**src/rtl/obstacle_scheduler_pkg.sv**
```systemverilog
// Shared lane-game definitions: lane codes, screen geometry and scheduler state encoding.
package obstacle_scheduler_pkg;

  typedef enum logic [1:0] {
    LANE_LEFT  = 2'd0,
    LANE_MID   = 2'd1,
    LANE_RIGHT = 2'd2
  } lane_t;

  localparam int unsigned SCREEN_W     = 640;
  localparam int unsigned SCREEN_H     = 480;
  localparam int unsigned OBST_H       = 80;
  localparam int unsigned Y_LIMIT_DEF  = SCREEN_H + OBST_H;
  localparam int unsigned LANE_CX_LEFT  = SCREEN_W / 6;
  localparam int unsigned LANE_CX_MID   = SCREEN_W / 2;
  localparam int unsigned LANE_CX_RIGHT = (SCREEN_W * 5) / 6;

  typedef enum logic [1:0] {
    ST_IDLE,
    ST_MOVE,
    ST_RETIRE,
    ST_SPAWN
  } state_t;

  function automatic lane_t lane_first(input logic [7:0] r);
    return (r[1:0] == 2'd3) ? LANE_LEFT : lane_t'(r[1:0]);
  endfunction

  // Offset of 1 or 2 modulo 3 can never land on l0, so one lane always stays open.
  function automatic lane_t lane_second(input lane_t l0, input logic r2);
    logic [2:0] s;
    s = 3'(l0) + 3'd1 + 3'(r2);
    if (s >= 3'd3) s = s - 3'd3;
    return lane_t'(s[1:0]);
  endfunction

endpackage

```
**src/rtl/obstacle_scheduler_if.sv**
```systemverilog
// Control inputs and per-slot obstacle outputs between game FSM, scheduler and draw logic.
interface obstacle_scheduler_if #(parameter int unsigned NUM_SLOTS = 4);
  logic                     tick;
  logic                     run;
  logic                     clear;
  logic [7:0]               rnd;
  logic [NUM_SLOTS*10-1:0]  slot_y;
  logic [NUM_SLOTS*2-1:0]   slot_lane;
  logic [NUM_SLOTS-1:0]     slot_active;
  logic [15:0]              score;
  logic [3:0]               step;
  logic                     frame_done;

  modport master (
    output tick, run, clear, rnd,
    input  slot_y, slot_lane, slot_active, score, step, frame_done
  );

  modport slave (
    input  tick, run, clear, rnd,
    output slot_y, slot_lane, slot_active, score, step, frame_done
  );
endinterface

```
**src/rtl/obstacle_scheduler_free_slot_finder.sv**
```systemverilog
// Priority encoder returning the lowest and next-lowest inactive slot indices.
module obstacle_scheduler_free_slot_finder #(
  parameter int unsigned NUM_SLOTS = 4
) (
  input  logic [NUM_SLOTS-1:0] slot_active,
  output logic [2:0]           first_idx,
  output logic                 first_valid,
  output logic [2:0]           second_idx,
  output logic                 second_valid
);

  always_comb begin
    first_idx    = '0;
    first_valid  = 1'b0;
    second_idx   = '0;
    second_valid = 1'b0;
    for (int unsigned i = 0; i < NUM_SLOTS; i++) begin
      if (!slot_active[i]) begin
        if (!first_valid) begin
          first_valid = 1'b1;
          first_idx   = 3'(i);
        end else if (!second_valid) begin
          second_valid = 1'b1;
          second_idx   = 3'(i);
        end
      end
    end
  end

endmodule

```
**src/rtl/obstacle_scheduler.sv**
```systemverilog
// Obstacle slot scheduler: per-tick move, retire/score, and spaced spawning of obstacle rows.
module obstacle_scheduler
  import obstacle_scheduler_pkg::*;
#(
  parameter int unsigned NUM_SLOTS  = 4,
  parameter int unsigned STEP_INIT  = 4,
  parameter int unsigned STEP_MAX   = 8,
  parameter int unsigned SPAWN_GAP  = 160,
  parameter int unsigned Y_LIMIT    = 560,
  parameter int unsigned RAMP_SHIFT = 4
) (
  input logic                 clk,
  input logic                 reset,
  obstacle_scheduler_if.slave io
);

  state_t           state, state_nx;
  logic [9:0]       y_q    [NUM_SLOTS];
  logic [1:0]       lane_q [NUM_SLOTS];
  logic [NUM_SLOTS-1:0] active_q;
  logic [15:0]      score_q;
  logic [3:0]       step_q;
  logic [9:0]       gap_q;
  logic             frame_q;

  logic [2:0] first_idx, second_idx;
  logic       first_valid, second_valid;

  obstacle_scheduler_free_slot_finder #(.NUM_SLOTS(NUM_SLOTS)) u_finder (
    .slot_active  (active_q),
    .first_idx    (first_idx),
    .first_valid  (first_valid),
    .second_idx   (second_idx),
    .second_valid (second_valid)
  );

  always_ff @(posedge clk) begin
    if (reset || io.clear) state <= ST_IDLE;
    else                   state <= state_nx;
  end

  // Once past IDLE the sequence always completes; run only gates the start.
  always_comb begin
    state_nx = state;
    case (state)
      ST_IDLE:   if (io.tick && io.run) state_nx = ST_MOVE;
      ST_MOVE:   state_nx = ST_RETIRE;
      ST_RETIRE: state_nx = ST_SPAWN;
      ST_SPAWN:  state_nx = ST_IDLE;
      default:   state_nx = ST_IDLE;
    endcase
  end

  logic [NUM_SLOTS-1:0] retire_mask;
  logic [3:0]           retire_cnt;
  logic [16:0]          score_sum;
  logic [15:0]          score_new;
  logic                 ramp;
  logic [10:0]          gap_sum;
  logic [9:0]           gap_move;
  logic                 do_spawn, do_second;
  lane_t                lane0, lane1;

  always_comb begin
    retire_cnt = '0;
    for (int unsigned i = 0; i < NUM_SLOTS; i++) begin
      retire_mask[i] = active_q[i] && (y_q[i] >= 10'(Y_LIMIT));
      retire_cnt     = retire_cnt + 4'(retire_mask[i]);
    end
    score_sum = {1'b0, score_q} + 17'(retire_cnt);
    score_new = score_sum[16] ? '1 : score_sum[15:0];
    ramp      = (score_new >> RAMP_SHIFT) != (score_q >> RAMP_SHIFT);
    gap_sum   = {1'b0, gap_q} + 11'(step_q);
    gap_move  = gap_sum[10] ? '1 : gap_sum[9:0];
    do_spawn  = (gap_q >= 10'(SPAWN_GAP)) && first_valid;
    do_second = do_spawn && io.rnd[7] && second_valid;
    lane0     = lane_first(io.rnd);
    lane1     = lane_second(lane0, io.rnd[2]);
  end

  always_ff @(posedge clk) begin
    if (reset || io.clear) begin
      for (int unsigned i = 0; i < NUM_SLOTS; i++) begin
        y_q[i]    <= '0;
        lane_q[i] <= '0;
      end
      active_q <= '0;
      score_q  <= '0;
      step_q   <= 4'(STEP_INIT);
      gap_q    <= 10'(SPAWN_GAP);
      frame_q  <= 1'b0;
    end else begin
      frame_q <= (state == ST_RETIRE);
      case (state)
        ST_MOVE: begin
          for (int unsigned i = 0; i < NUM_SLOTS; i++)
            if (active_q[i]) y_q[i] <= y_q[i] + 10'(step_q);
          gap_q <= gap_move;
        end
        ST_RETIRE: begin
          for (int unsigned i = 0; i < NUM_SLOTS; i++) begin
            if (retire_mask[i]) begin
              active_q[i] <= 1'b0;
              y_q[i]      <= '0;
            end
          end
          score_q <= score_new;
          if (ramp && (step_q < 4'(STEP_MAX))) step_q <= step_q + 4'd1;
        end
        ST_SPAWN: begin
          for (int unsigned i = 0; i < NUM_SLOTS; i++) begin
            if (do_spawn && (first_idx == 3'(i))) begin
              active_q[i] <= 1'b1;
              y_q[i]      <= '0;
              lane_q[i]   <= lane0;
            end
            if (do_second && (second_idx == 3'(i))) begin
              active_q[i] <= 1'b1;
              y_q[i]      <= '0;
              lane_q[i]   <= lane1;
            end
          end
          if (do_spawn) gap_q <= '0;
        end
        default: ;
      endcase
    end
  end

  always_comb begin
    for (int unsigned i = 0; i < NUM_SLOTS; i++) begin
      io.slot_y[10*i +: 10]  = y_q[i];
      io.slot_lane[2*i +: 2] = lane_q[i];
    end
  end

  assign io.slot_active = active_q;
  assign io.score       = score_q;
  assign io.step        = step_q;
  assign io.frame_done  = frame_q;

endmodule

```
**src/flat_wrapper.sv**
```systemverilog
// flat-port wrapper written by rule: the top's interface ports become plain ports
module obstacle_scheduler_flat import obstacle_scheduler_pkg::*;
#(
  parameter int unsigned NUM_SLOTS  = 4,
  parameter int unsigned STEP_INIT  = 4,
  parameter int unsigned STEP_MAX   = 8,
  parameter int unsigned SPAWN_GAP  = 160,
  parameter int unsigned Y_LIMIT    = 560,
  parameter int unsigned RAMP_SHIFT = 4
)
  (clk, reset, io_tick, io_run, io_clear, io_rnd, io_slot_y, io_slot_lane, io_slot_active, io_score, io_step, io_frame_done);
  obstacle_scheduler_if #(.NUM_SLOTS(NUM_SLOTS)) io_i ();
  input logic clk;
  input logic reset;
  input wire logic [$bits(io_i.tick)-1:0] io_tick;
  input wire logic [$bits(io_i.run)-1:0] io_run;
  input wire logic [$bits(io_i.clear)-1:0] io_clear;
  input wire logic [$bits(io_i.rnd)-1:0] io_rnd;
  output wire logic [$bits(io_i.slot_y)-1:0] io_slot_y;
  output wire logic [$bits(io_i.slot_lane)-1:0] io_slot_lane;
  output wire logic [$bits(io_i.slot_active)-1:0] io_slot_active;
  output wire logic [$bits(io_i.score)-1:0] io_score;
  output wire logic [$bits(io_i.step)-1:0] io_step;
  output wire logic [$bits(io_i.frame_done)-1:0] io_frame_done;
  assign io_i.tick = io_tick;
  assign io_i.run = io_run;
  assign io_i.clear = io_clear;
  assign io_i.rnd = io_rnd;
  assign io_slot_y = io_i.slot_y;
  assign io_slot_lane = io_i.slot_lane;
  assign io_slot_active = io_i.slot_active;
  assign io_score = io_i.score;
  assign io_step = io_i.step;
  assign io_frame_done = io_i.frame_done;
  obstacle_scheduler #(.NUM_SLOTS(NUM_SLOTS), .STEP_INIT(STEP_INIT), .STEP_MAX(STEP_MAX), .SPAWN_GAP(SPAWN_GAP), .Y_LIMIT(Y_LIMIT), .RAMP_SHIFT(RAMP_SHIFT)) u_core (.clk(clk), .reset(reset), .io(io_i));
endmodule
```
**config.mk**
```make
export PLATFORM = sky130hd
export DESIGN_NAME = obstacle_scheduler_flat
export DESIGN_NICKNAME = d
export VERILOG_FILES = /design/src/rtl/obstacle_scheduler_pkg.sv /design/src/rtl/obstacle_scheduler_if.sv /design/src/rtl/obstacle_scheduler_free_slot_finder.sv /design/src/rtl/obstacle_scheduler.sv /design/src/flat_wrapper.sv
export SDC_FILE = /design/constraint.sdc
export NUM_CORES = 1
export LEC_CHECK = 0
export CAP_MARGIN = 20
export CORE_MARGIN = 2
export CORE_UTILIZATION = 40
export CTS_CLUSTER_SIZE = 10
export DETAILED_ROUTE_END_ITERATION = 12
export HOLD_SLACK_MARGIN = 0.12
export PLACE_DENSITY = 0.59
export RECOVER_POWER = 100
export SYNTH_ARGS = -nofsm -noshare
export SYNTH_HDL_FRONTEND = slang
export SYNTH_SLANG_ARGS = --single-unit
export TNS_END_PERCENT = 10
```
**constraint.sdc**
```tcl
create_clock -name clk -period 5.7 [get_ports clk]
set_input_delay 0.57 -clock clk [delete_from_list [all_inputs] [get_ports clk]]
set_output_delay 0.57 -clock clk [all_outputs]
set_load 0.03 [all_outputs]
```
### Yosys cells after proc, flatten, opt, wreduce, memory -nomap -nowiden

Memory sizes are Yosys's and may differ from the RTL's.
Cells that the tools add are included.

| operators by class | value |
|---|---|
| $add $sub $neg | 13 |
| multiply operators | 0 |
| divide/modulo/power cells | 0 |
| order comparisons | 7 |
| equality and inequality tests | 21 |
| shift-type cells | 0 |
| mux-type cells | 134 |
| bitwise gates (word level) | 24 |
| reductions and logical operators | 29 |

Operator list:

| kind | count |
|---|---|
| $mux W10 | 18 |
| $mux W1 | 91 |
| $add A10 B4 Y10 | 4 |
| $ge A10 B10 Y1 const B | 4 |
| $mux W3 | 10 |
| $or A1 B1 Y1 | 24 |
| $mux W2 | 11 |
| $pmux W10 S2 | 1 |
| $add A16 B4 Y17 | 1 |
| $logic_and A1 B1 Y1 | 17 |
| $mux W16 | 1 |
| $eq A3 B2 Y1 const B | 4 |
| $ne A12 B12 Y1 | 1 |
| $ne A2 B1 Y1 const B | 6 |
| $ne A3 B1 Y1 const B | 4 |
| $reduce_and A3 Y1 | 4 |
| $add A10 B4 Y11 | 1 |
| $ge A10 B8 Y1 const B | 1 |
| $add A4 B1 Y4 | 2 |
| $pmux W2 S4 | 1 |
| $pmux W4 S2 | 1 |
| $eq A2 B2 Y1 const B | 3 |
| $eq A3 B1 Y1 const B | 2 |
| $logic_not A3 Y1 | 2 |
| other kinds (12) | 14 |

| word-level totals | value |
|---|---|
| flip-flop bits (word level) | 37 |
| bits in latches | 0 |
| memory bits (writable) | 48 |
| ROM bits | 0 |
| input bits | 13 |
| logic and storage cells | 239 |
| memories kept | 2 |

Memories:

| memory | depth | width | read ports | clocked after Yosys merged registers in | wr ports | RTL line | RTL |
|---|---|---|---|---|---|---|---|
| u_core.y_q | 4 | 10 | 4 | 0 | 4 | obstacle_scheduler.sv:18 | `logic [9:0] y_q [NUM_SLOTS];` |
| u_core.lane_q | 4 | 2 | 4 | 0 | 4 | obstacle_scheduler.sv:19 | `logic [1:0] lane_q [NUM_SLOTS];` |

### Longest topological paths before layout

| depth | value |
|---|---|
| depth in word-level cells | 15 |
| mapped depth | 15 |
| mapped depth without buffers | 14 |

### By module

From an unflattened synthesis, not the netlist that was laid out.

| second synthesis, totals | value |
|---|---|
| cell total of the unflattened synthesis | 594 |
| area, all modules | 5246.3 sq um |

Modules (own cells, without submodules):

| module | instances | cells an instance | area each (sq um) | seq. area each (sq um) |
|---|---|---|---|---|
| obstacle_scheduler | 1 | 568 | 5024.8 | 1781.7 |
| obstacle_scheduler_free_slot_finder | 1 | 26 | 221.5 | 0.0 |

### Worst setup path before layout

Ideal clock, no wire load.

| timing | value |
|---|---|
| kind | register to register |
| from | memory u_core.y_q[1][5], in the netlist u_core.y_q[0][15] |
| to | register u_core.step_q[0], in the netlist u_core.io.step[0] |
| setup time | 128 ps |
| data arrival time | 3419 ps |
| required time | 5572 ps |
| slack | 2153 ps |
| cell stages (with the launch flop) | 15 |
| period minus slack after synthesis | 3547 ps |
| path through | dfxtp_1 -> a2111oi_1 -> nor2_1 -> ha_1 -> inv_1 -> fa_1 -> inv_1 -> ha_1 -> inv_1 -> fa_1 -> nor2b_1 -> o21ai_1 -> o41ai_4 -> xnor2_1 -> nor2_1 |

RTL lines:

| element | RTL line | RTL |
|---|---|---|
| start: declaration | obstacle_scheduler.sv:18 |  |
| end signal: assignment | obstacle_scheduler.sv:89 | `step_q <= 4'(STEP_INIT);` |
| end signal: assignment | obstacle_scheduler.sv:108 | `if (ramp && (step_q < 4'(STEP_MAX))) step_q <= step_q + 4'd1;` |
| end: declaration | obstacle_scheduler.sv:22 | `logic [3:0] step_q;` |

==> flow_metrics.py <==
metrics = {
    "run_status": {
        "status": "finished with violations",
        "failed_checks": "max-capacitance violations, max-slew violations",
    },
    "cells_and_area": {
        "final_core_density_pct": 50.65,
        "flow.area_growth_from_synthesis_pct": 23.58,
        "nNetsFinal": 725,
        "footprint_of_the_multi_input_gates_sq_um": 3149,
        "finish.instance_area_sq_um": 6392,
        "final_layout_size_suffix_gt1_share_pct": 4.012,
        "sequential_cell_area_sq_um": 1782,
        "layout.filler_cells": 1263,
        "diodes": 0,
    },
    "floorplanning": {
        "num_io_pins": 86,
        "floorplan.core_area_sq_um": 12620,
        "initial_utilization_pct": 40.99,
        "die-width_um": 117.7,
        "dieArea_sq_um": 13860,
        "die_h_um": 117.7,
        "std_cell_rows": 41,
    },
    "detailed_routing": {
        "detail-route-antenna-nets": 0,
        "detailroute.wirelength.met3_um": 639,
        "detail_route.wl_per_cell_um": 15.51,
        "drcViolationCount": 0,
        "routed-via-count": 4634,
        "first_iter_violations": 246,
        "routed_wl_um": 13110,
        "drt_pre_antenna_iters": 5,
        "wl_met2_um": 5938,
        "met1_length_um": 6135,
        "maxUsedRoutingLayer": "met4",
        "drt-vias-per-instance": 5.484,
    },
    "synthesis": {
        "yosysWarnings": 0,
        "yosysUniqueCellTypes": 72,
        "synth.top_cell.area_share_pct": 29.80,
        "synth_top_flop_cell": "dfxtp_1",
        "biggest_area_contributors_in_the_synthesized_netlist": "dfxtp_1 30%, ha_1 8.7%, a21oi_1 4.7%, edfxtp_1 4.6%, xor2_1 4.2%",
        "synth_fp_nets": 654,
        "postSynthRegisterBits": 85,
        "async_reset_ff_share_pct": 0,
        "synth-seq-area-share_pct": 34.45,
        "yosysTopAreaCell": "dfxtp_1",
        "synth_edf_count": 8,
        "count_of_mapped_cells_out_of_synthesis": 597,
        "syn_area_sq_um": 5172,
        "syn_area_per_cell_sq_um": 8.664,
    },
    "place": {
        "placedInstanceArea_sq_um": 6107,
        "place_congestion": 0.8326,
        "port-buffer-count": 81,
        "post-dp-hpwl_um": 9383,
    },
    "setup_path": {
        "crit_required_ns": 5.87,
        "r2r_cells": 14,
        "reg2reg_slack_ns": 1.30,
        "critical_path.endpoint": "u_core.io.step[0]",
        "timing.critical_path.to_type": "register",
        "cp-startpoint": "u_core.y_q[0][15]",
        "timing.critical_path.from_type": "register",
        "regToRegEndpoint": "u_core.io.step[0]",
        "cp.arrival_ns": 4.57,
        "r2r-start": "u_core.y_q[0][15]",
        "critPathMaxFanout": 5,
        "critPathKind": "register to register",
    },
    "grt": {
        "number_of_antenna_violations_at_the_first_check_in_global_routing": 0,
        "grt-ovfl-total": 0,
        "grt_max_degree": 30,
        "grt_pass1_vias": 4446,
        "grt_pass1_wl_um": 21710,
        "track_usage_pct": 19.09,
    },
    "clock_tree": {
        "cts_tree": "done",
        "cts_num_sinks": 85,
        "cts_setup_buffers": 0,
        "worst_skew_pair.late_latency_ns": 0.34,
        "clk_pin_slew_worst_paths_ns": 0.07,
        "postCtsHoldBufs": 0,
        "h-tree-depth": 3,
        "cts-buffers-inserted": 9,
        "clk_path_buf_depth": 2,
        "clock_tree.root_cell": "clkbuf_16",
        "cts.repair.resized": 0,
    },
    "power_and_ir_drop": {
        "power.static_leakage_nw": 2.592,
        "power.ir.vdd_worst_mv": 0.1785,
        "power.density_nw_per_um2": 205.0,
    },
    "min_path": {
        "hold_path.class": "register to register",
    },
    "timing": {
        "finalSetupTns_ns": 0,
        "final-max-slew-violation-count": 27,
        "finalCriticalPeriod_ns": 4.402,
        "hold_viol_final": 0,
        "tightest_slew_ns": 1.660,
        "post-route-period-util_pct": 77.24,
        "unrepaired_setup_endpoints_after_global_routing": "false",
        "slew_headroom_pct": -10.67,
        "max_freq_mhz": 227.1,
        "finalSetupViolations": 0,
        "skew_ns": 0.008695,
    },
    "flow_run": {
        "max_cap_viols": 1,
    },
}
==> where the power goes <==
group / internal (mW) / leakage (nW) / switching [mW]
Sequential: 0.606 / 0.709 / 0.00140
Clock: 0.407 / 0.163 / 0.242
Combinational: 0.0198 / 1.72 / 0.0348
Total: 1.03 / 2.59 / 0.278
==> Yosys cell counts, drive strengths merged (8+ instances only) <==
library cell / number
nor3: 11
buf: 9
nand2: 48
xnor2: 15
a21o: 10
edfxtp: 8
nand4: 13
nand3: 40
a211oi: 11
ha: 36
xor2: 25
nor2: 53
inv: 27
fa: 8
nor2b: 12
clkbuf: 13
dfxtp: 77
a21oi: 49
o21ai: 28
==> layer usage <==
layer,vias to the layer above,track usage [%]
met4,0,9.714
met3,24,3.585
li1,2318,-
met2,122,30.78
met5,-,0
met1,2170,24.36
==> cells in the final DEF, fill, tap and decap left out, types with 7 or more instances in the layout <==
master / count
a211oi_1: 11
a21o_1: 10
a21oi_1: 49
and3_1: 7
clkbuf_16: 9
dfxtp_1: 77
dlygate4sd3_1: 75
edfxtp_1: 8
fa_1: 8
ha_1: 36
inv_1: 27
nand2_1: 48
nand3_1: 40
nand4_1: 13
nor2_1: 52
nor2b_1: 12
nor3_1: 11
o21ai_0: 27
o21bai_1: 7
or3_1: 7
xnor2_1: 15
xor2_1: 25
==> layout make-up <==
class	instances	area share, %
clock buffers	12	4.013
clock inverters	4	1.096
inverters	27	1.585
multi-input cells	463	49.27
flip-flops and latches	85	27.87
well taps	172	3.367
repair buffers	82	12.80
==> cells by family after synthesis <==
family	count (synthesis)	share of synthesized area (%)
xor gates and xnor gates	40	6.773
and+or+nand+nor	216	20.85
muxes	6	1.209
AOI/OAI and AO/OA	157	21.05
adders and majority gates	44	11.80
buffers and inverters	49	3.870
DFF	85	34.45
==> sequential cells by signal (all words and copies together) (netlist names) <==
register and flops:
u_core.gap_q 10, u_core.io.frame_done 1, u_core.io.score 16, u_core.io.slot_active 4, u_core.io.step 4, u_core.lane_q 8, u_core.state 2, u_core.y_q 40
==> through the flow <==
step / instances / setup slack [ns] / hold WS, ns / power, mW
after floorplan: 597 / 2.154 / 0.4474 / 0.6576
after global placement: 829 / 1.930 / 0.4605 / 0.6762
after detailed placement: 829 / 1.864 / 0.4714 / 0.6779
after CTS: 845 / 1.839 / 0.4799 / 1.329
after global routing: 845 / 0.9293 / 0.4995 / 1.360
final: 845 / 1.298 / 0.4751 / 1.310
==> worst min-delay path by stage <==
stage | end | startpoint | cells past startpoint | slack, ns
floorplan | u_core.gap_q[2] | u_core.gap_q[2] | 2 | 0.45
global placement | u_core.gap_q[2] | u_core.gap_q[2] | 2 | 0.46
detailed placement | u_core.y_q[0][33] | u_core.y_q[0][33] | 2 | 0.47
CTS | u_core.y_q[0][33] | u_core.y_q[0][33] | 2 | 0.48
global route | u_core.y_q[0][33] | u_core.y_q[0][33] | 2 | 0.50
finish | u_core.gap_q[2] | u_core.gap_q[2] | 2 | 0.48
==> critical path, cell delays in order (launching register included) <==
cell,delay (ns)
dfxtp_1,0.35
a2111oi_0,0.81
nor2_1,0.16
ha_1,0.32
inv_1,0.05
fa_1,0.45
inv_1,0.07
ha_1,0.19
inv_1,0.07
fa_1,0.41
nor2b_1,0.18
o21ai_0,0.19
o41ai_1,0.74
xnor2_1,0.19
nor2_1,0.05
(Power assumes the default switching activity.)
